--- src/rtl/freq_gen_pkg.sv ---
// Shared types and helpers for the freq_gen square-wave generator.
// clamp_high is only referenced when FREQ_GEN_DUTY_EN is defined.
package freq_gen_pkg;

    typedef enum logic [1:0] {
        IDLE,
        HIGH,
        LOW
    } state_t;

    localparam int unsigned MIN_PERIOD = 2;

    // Helpers work on 64-bit values; callers size-cast to their own WIDTH.
    function automatic logic [63:0] clamp_period(input logic [63:0] p);
        return (p < 64'(MIN_PERIOD)) ? 64'(MIN_PERIOD) : p;
    endfunction

    function automatic logic [63:0] half_period(input logic [63:0] p);
        return p >> 1;
    endfunction

    function automatic logic [63:0] clamp_high(input logic [63:0] p, input logic [63:0] h);
        if (h < 64'd1)
            return 64'd1;
        if (h > p - 64'd1)
            return p - 64'd1;
        return h;
    endfunction

endpackage

--- src/rtl/freq_gen_if.sv ---
// Control/status bundle for freq_gen; high_in exists only with FREQ_GEN_DUTY_EN.
interface freq_gen_if #(
    parameter int unsigned WIDTH = 32
);
    logic             en;
    logic [WIDTH-1:0] period_in;
`ifdef FREQ_GEN_DUTY_EN
    logic [WIDTH-1:0] high_in;
`endif
    logic             load;
    logic             signal;
    logic             load_ack;
    logic [WIDTH-1:0] edge_count;

`ifdef FREQ_GEN_DUTY_EN
    modport master (output en, period_in, high_in, load, input signal, load_ack, edge_count);
    modport slave  (input en, period_in, high_in, load, output signal, load_ack, edge_count);
`else
    modport master (output en, period_in, load, input signal, load_ack, edge_count);
    modport slave  (input en, period_in, load, output signal, load_ack, edge_count);
`endif

endinterface

--- src/rtl/freq_gen_shadow.sv ---
// Pending/active period registers: values load into the pending pair and are
// adopted (clamped) only on a boundary cycle. Duty input with FREQ_GEN_DUTY_EN.
module freq_gen_shadow
    import freq_gen_pkg::*;
#(
    parameter int unsigned WIDTH          = 32,
    parameter int unsigned DEFAULT_PERIOD = 10
) (
    input  logic             clk,
    input  logic             rst,
    input  logic             boundary,
    input  logic             load,
    input  logic [WIDTH-1:0] period_in,
`ifdef FREQ_GEN_DUTY_EN
    input  logic [WIDTH-1:0] high_in,
`endif
    output logic [WIDTH-1:0] p,
    output logic [WIDTH-1:0] h,
    output logic             load_ack
);

    localparam logic [WIDTH-1:0] RST_P = WIDTH'(clamp_period(64'(DEFAULT_PERIOD)));
    localparam logic [WIDTH-1:0] RST_H = WIDTH'(half_period(64'(RST_P)));

    logic             pend;
    logic [WIDTH-1:0] pend_p;
`ifdef FREQ_GEN_DUTY_EN
    logic [WIDTH-1:0] pend_h;
`endif
    logic             adopt;
    logic [WIDTH-1:0] new_p;
    logic [WIDTH-1:0] new_h;

    // A load landing in the boundary cycle bypasses the pending register.
    always_comb begin
        adopt = boundary && (load || pend);
        new_p = WIDTH'(clamp_period(64'(load ? period_in : pend_p)));
`ifdef FREQ_GEN_DUTY_EN
        new_h = WIDTH'(clamp_high(64'(new_p), 64'(load ? high_in : pend_h)));
`else
        new_h = WIDTH'(half_period(64'(new_p)));
`endif
    end

    always_ff @(posedge clk) begin
        if (rst) begin
            pend     <= 1'b0;
            pend_p   <= '0;
`ifdef FREQ_GEN_DUTY_EN
            pend_h   <= '0;
`endif
            p        <= RST_P;
            h        <= RST_H;
            load_ack <= 1'b0;
        end else begin
            load_ack <= adopt;
            if (adopt) begin
                p    <= new_p;
                h    <= new_h;
                pend <= 1'b0;
            end else if (load) begin
                pend   <= 1'b1;
                pend_p <= period_in;
`ifdef FREQ_GEN_DUTY_EN
                pend_h <= high_in;
`endif
            end
        end
    end

endmodule

--- src/rtl/freq_gen.sv ---
// Programmable square-wave source: H cycles high, P-H low, new period adopted
// only at a period boundary. Programmable duty via FREQ_GEN_DUTY_EN.
module freq_gen
    import freq_gen_pkg::*;
#(
    parameter int unsigned WIDTH          = 32,
    parameter int unsigned DEFAULT_PERIOD = 10
) (
    input  logic       clk,
    input  logic       rst,
    freq_gen_if.slave  bus
);

    localparam logic [WIDTH-1:0] ONE = WIDTH'(1);

    state_t           state;
    logic [WIDTH-1:0] cnt;
    logic [WIDTH-1:0] p;
    logic [WIDTH-1:0] h;
    logic [WIDTH-1:0] edge_cnt;
    logic             sig;
    logic             ack;
    logic             boundary;

    assign boundary = (state == IDLE) || ((state == LOW) && (cnt == p - ONE));

    freq_gen_shadow #(
        .WIDTH          (WIDTH),
        .DEFAULT_PERIOD (DEFAULT_PERIOD)
    ) u_shadow (
        .clk       (clk),
        .rst       (rst),
        .boundary  (boundary),
        .load      (bus.load),
        .period_in (bus.period_in),
`ifdef FREQ_GEN_DUTY_EN
        .high_in   (bus.high_in),
`endif
        .p         (p),
        .h         (h),
        .load_ack  (ack)
    );

    // signal is registered from the state, so it trails the FSM by one cycle;
    // edge_cnt counts in that same cycle so it tracks real rising edges.
    always_ff @(posedge clk) begin
        if (rst) begin
            state    <= IDLE;
            cnt      <= '0;
            sig      <= 1'b0;
            edge_cnt <= '0;
        end else begin
            sig <= (state == HIGH);
            if ((state == HIGH) && !sig)
                edge_cnt <= edge_cnt + ONE;
            case (state)
                IDLE: begin
                    cnt <= '0;
                    if (bus.en)
                        state <= HIGH;
                end
                HIGH: begin
                    cnt <= cnt + ONE;
                    if (cnt == h - ONE)
                        state <= LOW;
                end
                LOW: begin
                    if (cnt == p - ONE) begin
                        cnt   <= '0;
                        state <= bus.en ? HIGH : IDLE;
                    end else begin
                        cnt <= cnt + ONE;
                    end
                end
                default: begin
                    cnt   <= '0;
                    state <= IDLE;
                end
            endcase
        end
    end

    assign bus.signal     = sig;
    assign bus.load_ack   = ack;
    assign bus.edge_count = edge_cnt;

endmodule

--- src/flat_wrapper.sv ---
// flat-port wrapper written by rule: the top's interface ports become plain ports
module freq_gen_flat import freq_gen_pkg::*;
#(
    parameter int unsigned WIDTH          = 32,
    parameter int unsigned DEFAULT_PERIOD = 10
)
  (clk, rst, bus_en, bus_period_in, bus_load, bus_signal, bus_load_ack, bus_edge_count);
  freq_gen_if #(.WIDTH(WIDTH)) bus_i ();
  input  logic clk;
  input  logic rst;
  input wire logic [$bits(bus_i.en)-1:0] bus_en;
  input wire logic [$bits(bus_i.period_in)-1:0] bus_period_in;
  input wire logic [$bits(bus_i.load)-1:0] bus_load;
  output wire logic [$bits(bus_i.signal)-1:0] bus_signal;
  output wire logic [$bits(bus_i.load_ack)-1:0] bus_load_ack;
  output wire logic [$bits(bus_i.edge_count)-1:0] bus_edge_count;
  assign bus_i.en = bus_en;
  assign bus_i.period_in = bus_period_in;
  assign bus_i.load = bus_load;
  assign bus_signal = bus_i.signal;
  assign bus_load_ack = bus_i.load_ack;
  assign bus_edge_count = bus_i.edge_count;
  freq_gen #(.WIDTH(WIDTH), .DEFAULT_PERIOD(DEFAULT_PERIOD)) u_core (.clk(clk), .rst(rst), .bus(bus_i));
endmodule
--- config.mk ---
export PLATFORM = sky130hd
export DESIGN_NAME = freq_gen_flat
export DESIGN_NICKNAME = d
export VERILOG_FILES = /design/src/rtl/freq_gen_pkg.sv /design/src/rtl/freq_gen_if.sv /design/src/rtl/freq_gen_shadow.sv /design/src/rtl/freq_gen.sv /design/src/flat_wrapper.sv
export SDC_FILE = /design/constraint.sdc
export NUM_CORES = 1
export LEC_CHECK = 0
export ABC_AREA = 1
export CELL_PAD_IN_SITES_DETAIL_PLACEMENT = 1
export CELL_PAD_IN_SITES_GLOBAL_PLACEMENT = 1
export CORE_MARGIN = 4
export CORE_UTILIZATION = 46
export DETAILED_ROUTE_END_ITERATION = 8
export HOLD_SLACK_MARGIN = 0.1
export PLACE_DENSITY = 0.91
export REMOVE_ABC_BUFFERS = 1
export SYNTH_ARGS = -nofsm -noshare
export SYNTH_HDL_FRONTEND = slang
export SYNTH_SLANG_ARGS = --single-unit
--- constraint.sdc ---
create_clock -name clk -period 3.9 [get_ports clk]
set_input_delay 0.78 -clock clk [delete_from_list [all_inputs] [get_ports clk]]
set_output_delay 0.78 -clock clk [all_outputs]
set_load 0.05 [all_outputs]
=== Word level (Yosys, flattened, before mapping) ===
Cells that the tools add are included.

* $lt $le $gt $ge: 1
* Eq/ne operators: 7
* Reductions and logical operators: 10
* Multiplexer cells: 9
* Add/subtract/negate cells: 4
* Bitwise operators: 1

{| class="wikitable"
|+ Operators with widths
! kind !! number
|-
| two-way mux 32 bit || 3
|-
| adder 32 x 1 -> 32 bit, second input constant || 2
|-
| == test 32 bit || 2
|-
| one-hot mux 32 bit (2 select lines) || 1
|-
| less-than comparator 32 x 2 -> 1 bit, second input constant || 1
|-
| subtractor 31 x 1 -> 32 bit, second input constant || 1
|-
| subtractor 32 x 1 -> 32 bit, second input constant || 1
|-
| two-way mux 2 bit || 3
|-
| inequality test 2 bit, second input constant || 3
|-
| one-hot mux 2 bit (3 select lines) || 1
|-
| logical AND 1 bit || 3
|-
| AND reduction 3 bit || 1
|-
| == test 2 x 1 -> 1 bit, second input constant || 1
|-
| == test 2 bit, second input constant || 1
|-
| logical NOT 2 bit || 1
|-
| logical OR 1 bit || 2
|-
| AND reduction 2 bit || 1
|-
| OR reduction 2 bit || 1
|-
| logical NOT 1 bit || 1
|-
| two-way mux 1 bit || 1
|-
| NOT 1 bit || 1
|}

* Word-level logic and storage cells: 41
* Flip-flop bits (word level): 164
* Output and inout bits: 34
* Bits of input ports: 36

=== Depth between registers and ports, before layout ===
* Depth after elaboration: 7
* Depth in mapped cells: 20
* Mapped depth without buffers: 20

=== Cells and area by module ===
Synthesis repeated with hierarchy kept, for this count alone.

* Cell total of the unflattened synthesis: 1485
* Area total of the unflattened synthesis: 9142.5 sq um

{| class="wikitable"
|+ By module, submodules not included
! module !! cells each !! area each (sq um) !! instances !! sequential area each (sq um)
|-
| freq_gen || 1013 || 5954.5 || 1 || 1341.3
|-
| freq_gen_shadow || 472 || 3188.1 || 1 || 1321.3
|}

=== Worst setup path after synthesis ===
No wires, ideal clock.

* Path kind: register to register
* Start point: reg u_core.edge_cnt[1] (netlist: u_core.bus.edge_count[1])
* End point: reg u_core.edge_cnt[30] (netlist: u_core.bus.edge_count[30])
* Path buffers: 0
* Data required time: 3780 ps
* Data arrival time: 2319 ps
* Clock period less this slack: 2439 ps
* Cell stages (with the launch flop): 15
* Path slack: 1461 ps
* Library setup time: 120 ps
* Cells stage by stage: dfxtp_1 > ha_1 > nand3_1 > nor2_1 > nand3_1 > nor2_1 > inv_1 > nor2_1 > nand4_1 > nor2_1 > nand2_1 > inv_1 > nand3_1 > o21ai_0 > a21oi_1

* Cells in the longest elaborated chain, start to end: 1

{| class="wikitable"
|+ RTL lines
! element !! line !! text
|-
| start, declared || freq_gen.sv:20 || <nowiki>logic [WIDTH-1:0] edge_cnt;</nowiki>
|-
| start signal, assigned || freq_gen.sv:55 || <nowiki>edge_cnt <= edge_cnt + ONE;</nowiki>
|-
| adder 32 x 1 -> 32 bit || freq_gen.sv:55 ||
|}

Every way passes these cells.
A chain may end at the register's enable or synchronous reset.

=== Final worst setup path ===
* Start point: reg u_core.u_shadow.p[1]
* End point: reg u_core.u_shadow.p[26]

* Cells in the longest elaborated chain, start to end: 5

{| class="wikitable"
|+ RTL lines
! element !! line !! text
|-
| start, declared || freq_gen_shadow.sv:17 || <nowiki>output logic [WIDTH-1:0] p,</nowiki>
|-
| start signal, assigned || freq_gen_shadow.sv:58 || <nowiki>p <= new_p;</nowiki>
|-
| subtractor 32 x 1 -> 32 bit || freq_gen.sv:25 || <nowiki>assign boundary = (state == IDLE) || ((state == LOW) && (cnt == p - ONE));</nowiki>
|-
| == test 32 bit || freq_gen.sv:25 ||
|-
| logical AND 1 bit || freq_gen.sv:25 ||
|-
| logical OR 1 bit || freq_gen.sv:25 ||
|-
| logical AND 1 bit || freq_gen_shadow.sv:36 || <nowiki>adopt = boundary && (load || pend);</nowiki>
|}

Every way passes these cells.

==> summary.txt <==
Layout
  – Layout cell share with drive strength beyond 1: 0.09153
  – Final nets: 1,495
  – Most common cell after layout, fill and taps aside: nand2_1
  – Fillcell total: 2,618
  – Final core utilization: 0.5470
  – Syn-to-layout area delta: 15.15%
  – Antenna diode count: 0
  – Most frequent cells in the layout: nand2_1 (314), nor2_1 (237), inv_1 (192)
  – Layout Cells excl Fill: 1,724

Worst hold path
  – Worst min path class: flip-flop to flip-flop

Timing
  – Post-route minimum period: 3224 ps
  – Setup TNS: 0 ps
  – Hold Fails Final Rpt: 0
  – Post-Route Skew: 7.542 ps
  – Final max-slew violation count: 0
  – Setup ws final: 676.0 ps
  – Final setup fails: 0
  – Fmax achieved: 310.2 MHz
  – Crit share post-route: 0.8267
  – Measured slew at the worst slew-check pin: 877.2 ps
  – Slew margin rel.: 0.4152
  – Unrepaired setup endpoints after global routing: no

Yosys
  – Synth warn: 0
  – Post-Synth Adder-Cell Area: 0.01108
  – Most used DFF post-synth: dfxtp_1
  – Largest family of logic cells by synthesized area: simple AND/OR/NAND/NOR gates
  – Simple-Gate Fraction of Synth Area: 0.3992
  – Mux cell area share after synthesis: 0
  – Post-synthesis compound-gate area fraction: 0.08629
  – Synth cell types: 48
  – Number of synthesized flops with an enable pin: 0
  – Asr flop ratio synth: 0
  – Synth Instances: 1,405
  – Post-synthesis xor/xnor area fraction: 0.09030
  – Syn avg cell area: 6.430 um^2
  – Syn Std Cell Area: 9034 um^2
  – Part of the Yosys area used for sequential elements: 0.2947
  – Number of synthesized register bits: 133

Drt
  – DRC viols: 0
  – Via count: 9,369
  – DRT antenna net count: 0
  – Initial DRC count: 457
  – Via-per-instance ratio: 5.434
  – Wire per inst: 17.13 um
  – First-pass DRT Iterations: 6
  – WL final: 29,530 um

Job
  – Max Cap Violations: 0

Floorplan
  – Die height: 148.1 um
  – Std cell rows: 50
  – I/O Pins: 70
  – Core Footprint: 19,020 um^2
  – Die ar.: 21,940 um^2
  – Initial Utilization: 0.4750
  – Die Wd: 148.1 um

Global routing
  – Total global-route track usage: 0.2736
  – First-pass GRT wire length: 48,930 um
  – Grt ovf: 0
  – Initial antenna violation count: 0
  – Vias in the first global route: 9,970
  – Pin count of the biggest net entering global routing: 65

Power
  – Peak supply drop: 0.3394 mV
  – LEAKAGE: 0.004427 uW
  – Total power: 5908 uW
  – Power density over the cells: 567.9 nW/um^2

Placed design
  – Placed cells: 1,692
  – Pre-CTS setup slack: 783.7 ps
  – Gpl congestion: 0.9547
  – PortBufs: 69
  – Hpwl dp: 20,980 um

Clock network
  – Clock-pin transition on the worst setup and hold timing paths: 60 ps
  – TritonCTS clock tree: built
  – CTS sink count: 133
  – Setup bufs post-CTS: 0
  – Num CTS Buffers: 17
  – H-tree Lvls: 4
  – Clock root buffer master: clkbuf_16
  – Worst skew pair latency: 440 ps
  – CTS Hold Buffers Added: 0
  – PostCTS Resize Cnt: 0
  – CTS Buffer Depth: 2

Setup path
  – Worst-path maximum fanout: 34
  – Worst Setup EP: u_core.u_shadow.p[26]$_SDFFE_PP0P_
  – Setup crit start kind: flip-flop
  – Required @ worst endpoint: 4200 ps
  – Worst r2r path cells: 19
  – CP endpoint kind: flip-flop
  – R2R setup slack: 680 ps
  – Setup CP Type: flip-flop to flip-flop
  – RR Endpoint: u_core.u_shadow.p[26]$_SDFFE_PP0P_
  – Launching point of the worst reg2reg path: u_core.u_shadow.p[1]$_SDFFE_PP1P_
  – Crit path DAT: 3520 ps
  – Worst Setup SP: u_core.u_shadow.p[1]$_SDFFE_PP1P_

Run status
  – Status: finished, final reports clean
## worst max-delay path, stage by stage, from the launching register on
cell,delay (ps)
dfxtp_1,330
inv_1,100
ha_1,260
inv_2,70
nor2_2,130
nand2_1,110
nor2_2,230
nand3_1,120
nand2_1,80
nand2_1,70
inv_1,60
nand2_1,50
nor2_1,180
nand3_1,160
nor2_4,140
nand3_4,130
nand2_8,280
nand2_4,300
nand2_1,180
a21oi_1,80
## synth_stat cells (25+ instances only)
cell	n	area share
nor2_1	237	0.098
xor2_1	59	0.057
nand2_1	314	0.13
nand3_2	27	0.030
a21oi_1	75	0.042
nand3_1	68	0.038
nor3_1	28	0.016
inv_1	192	0.080
o21ai_1	33	0.018
dfxtp_1	133	0.29
xnor2_1	29	0.028
clkbuf_1	25	0.010
## metrics by stage
| stage | cell area (um^2) | hold slack (ps) |
|---|---|---|
| 3_3_place_gp | 9766 | 485.9 |
| 4_1_cts | 10400 | 513.4 |
| 6_report | 10400 | 503.3 |
| 5_1_grt | 10400 | 542.3 |
| 2_1_floorplan | 8730 | 462.2 |
| 3_5_place_dp | 9766 | 500.0 |
## routing by layer
metal | routed length [um] | global-route usage
met4 | 995 | 0.1067
met1 | 12070 | 0.3098
met5 | 0 | 0
met3 | 1251 | 0.05728
met2 | 15210 | 0.5022
## logic make-up (layout without fill, tap and decap cells)
logic type / count (synthesis) / in the layout
DFF: 133 / 133
AOI/OAI and AO/OA: 145 / 145
and+or+nand+nor: 779 / 779
xor gates and xnor gates: 90 / 90
buffers and inverters: 250 / 309
adders and majority gates: 8 / 8
## how the worst min path moves through the flow
stage / startpoint / depth (start not counted) / end
finish: u_core.bus.edge_count[30]$_SDFFE_PP0P_ / 2 / u_core.bus.edge_count[30]$_SDFFE_PP0P_
global route: u_core.u_shadow.p[1]$_SDFFE_PP1P_ / 2 / u_core.u_shadow.p[1]$_SDFFE_PP1P_
CTS: u_core.bus.edge_count[30]$_SDFFE_PP0P_ / 2 / u_core.bus.edge_count[30]$_SDFFE_PP0P_
detailed placement: u_core.bus.edge_count[30]$_SDFFE_PP0P_ / 2 / u_core.bus.edge_count[30]$_SDFFE_PP0P_
global placement: u_core.u_shadow.p[1]$_SDFFE_PP1P_ / 2 / u_core.u_shadow.p[1]$_SDFFE_PP1P_
floorplan: u_core.cnt[0]$_SDFF_PP0_ / 1 / u_core.cnt[0]$_SDFF_PP0_
## power by group
group          internal, uW  total (uW)  switching (uW)  leakage [uW]
Clock                  1090        1780             687      0.000307
Combinational           733        2400            1660       0.00304
Sequential             1550        1730             186       0.00108
Total                  3370        5910            2540       0.00443
## state kept, by name, indices dropped and copies added (netlist names)
signal	cells
u_core.bus.edge_count	32
u_core.cnt	32
u_core.u_shadow.p	32
u_core.u_shadow.pend_p	32
u_core.state	2
u_core.bus.signal	1
u_core.u_shadow.load_ack	1
u_core.u_shadow.pend	1
## final cells by class
cell class / count / area (um^2) / share of cell area
Inverter: 204 / 765.7 / 0.07361
Clock buffer: 18 / 439.2 / 0.04222
Timing Repair Buffer: 73 / 710.7 / 0.06832
Sequential cell: 133 / 2663 / 0.2560
Clock inverter: 14 / 197.7 / 0.01900
Multi-Input combinational cell: 1022 / 5301 / 0.5096
Tap cell: 260 / 325.3 / 0.03127
(Power assumes the default switching activity.)
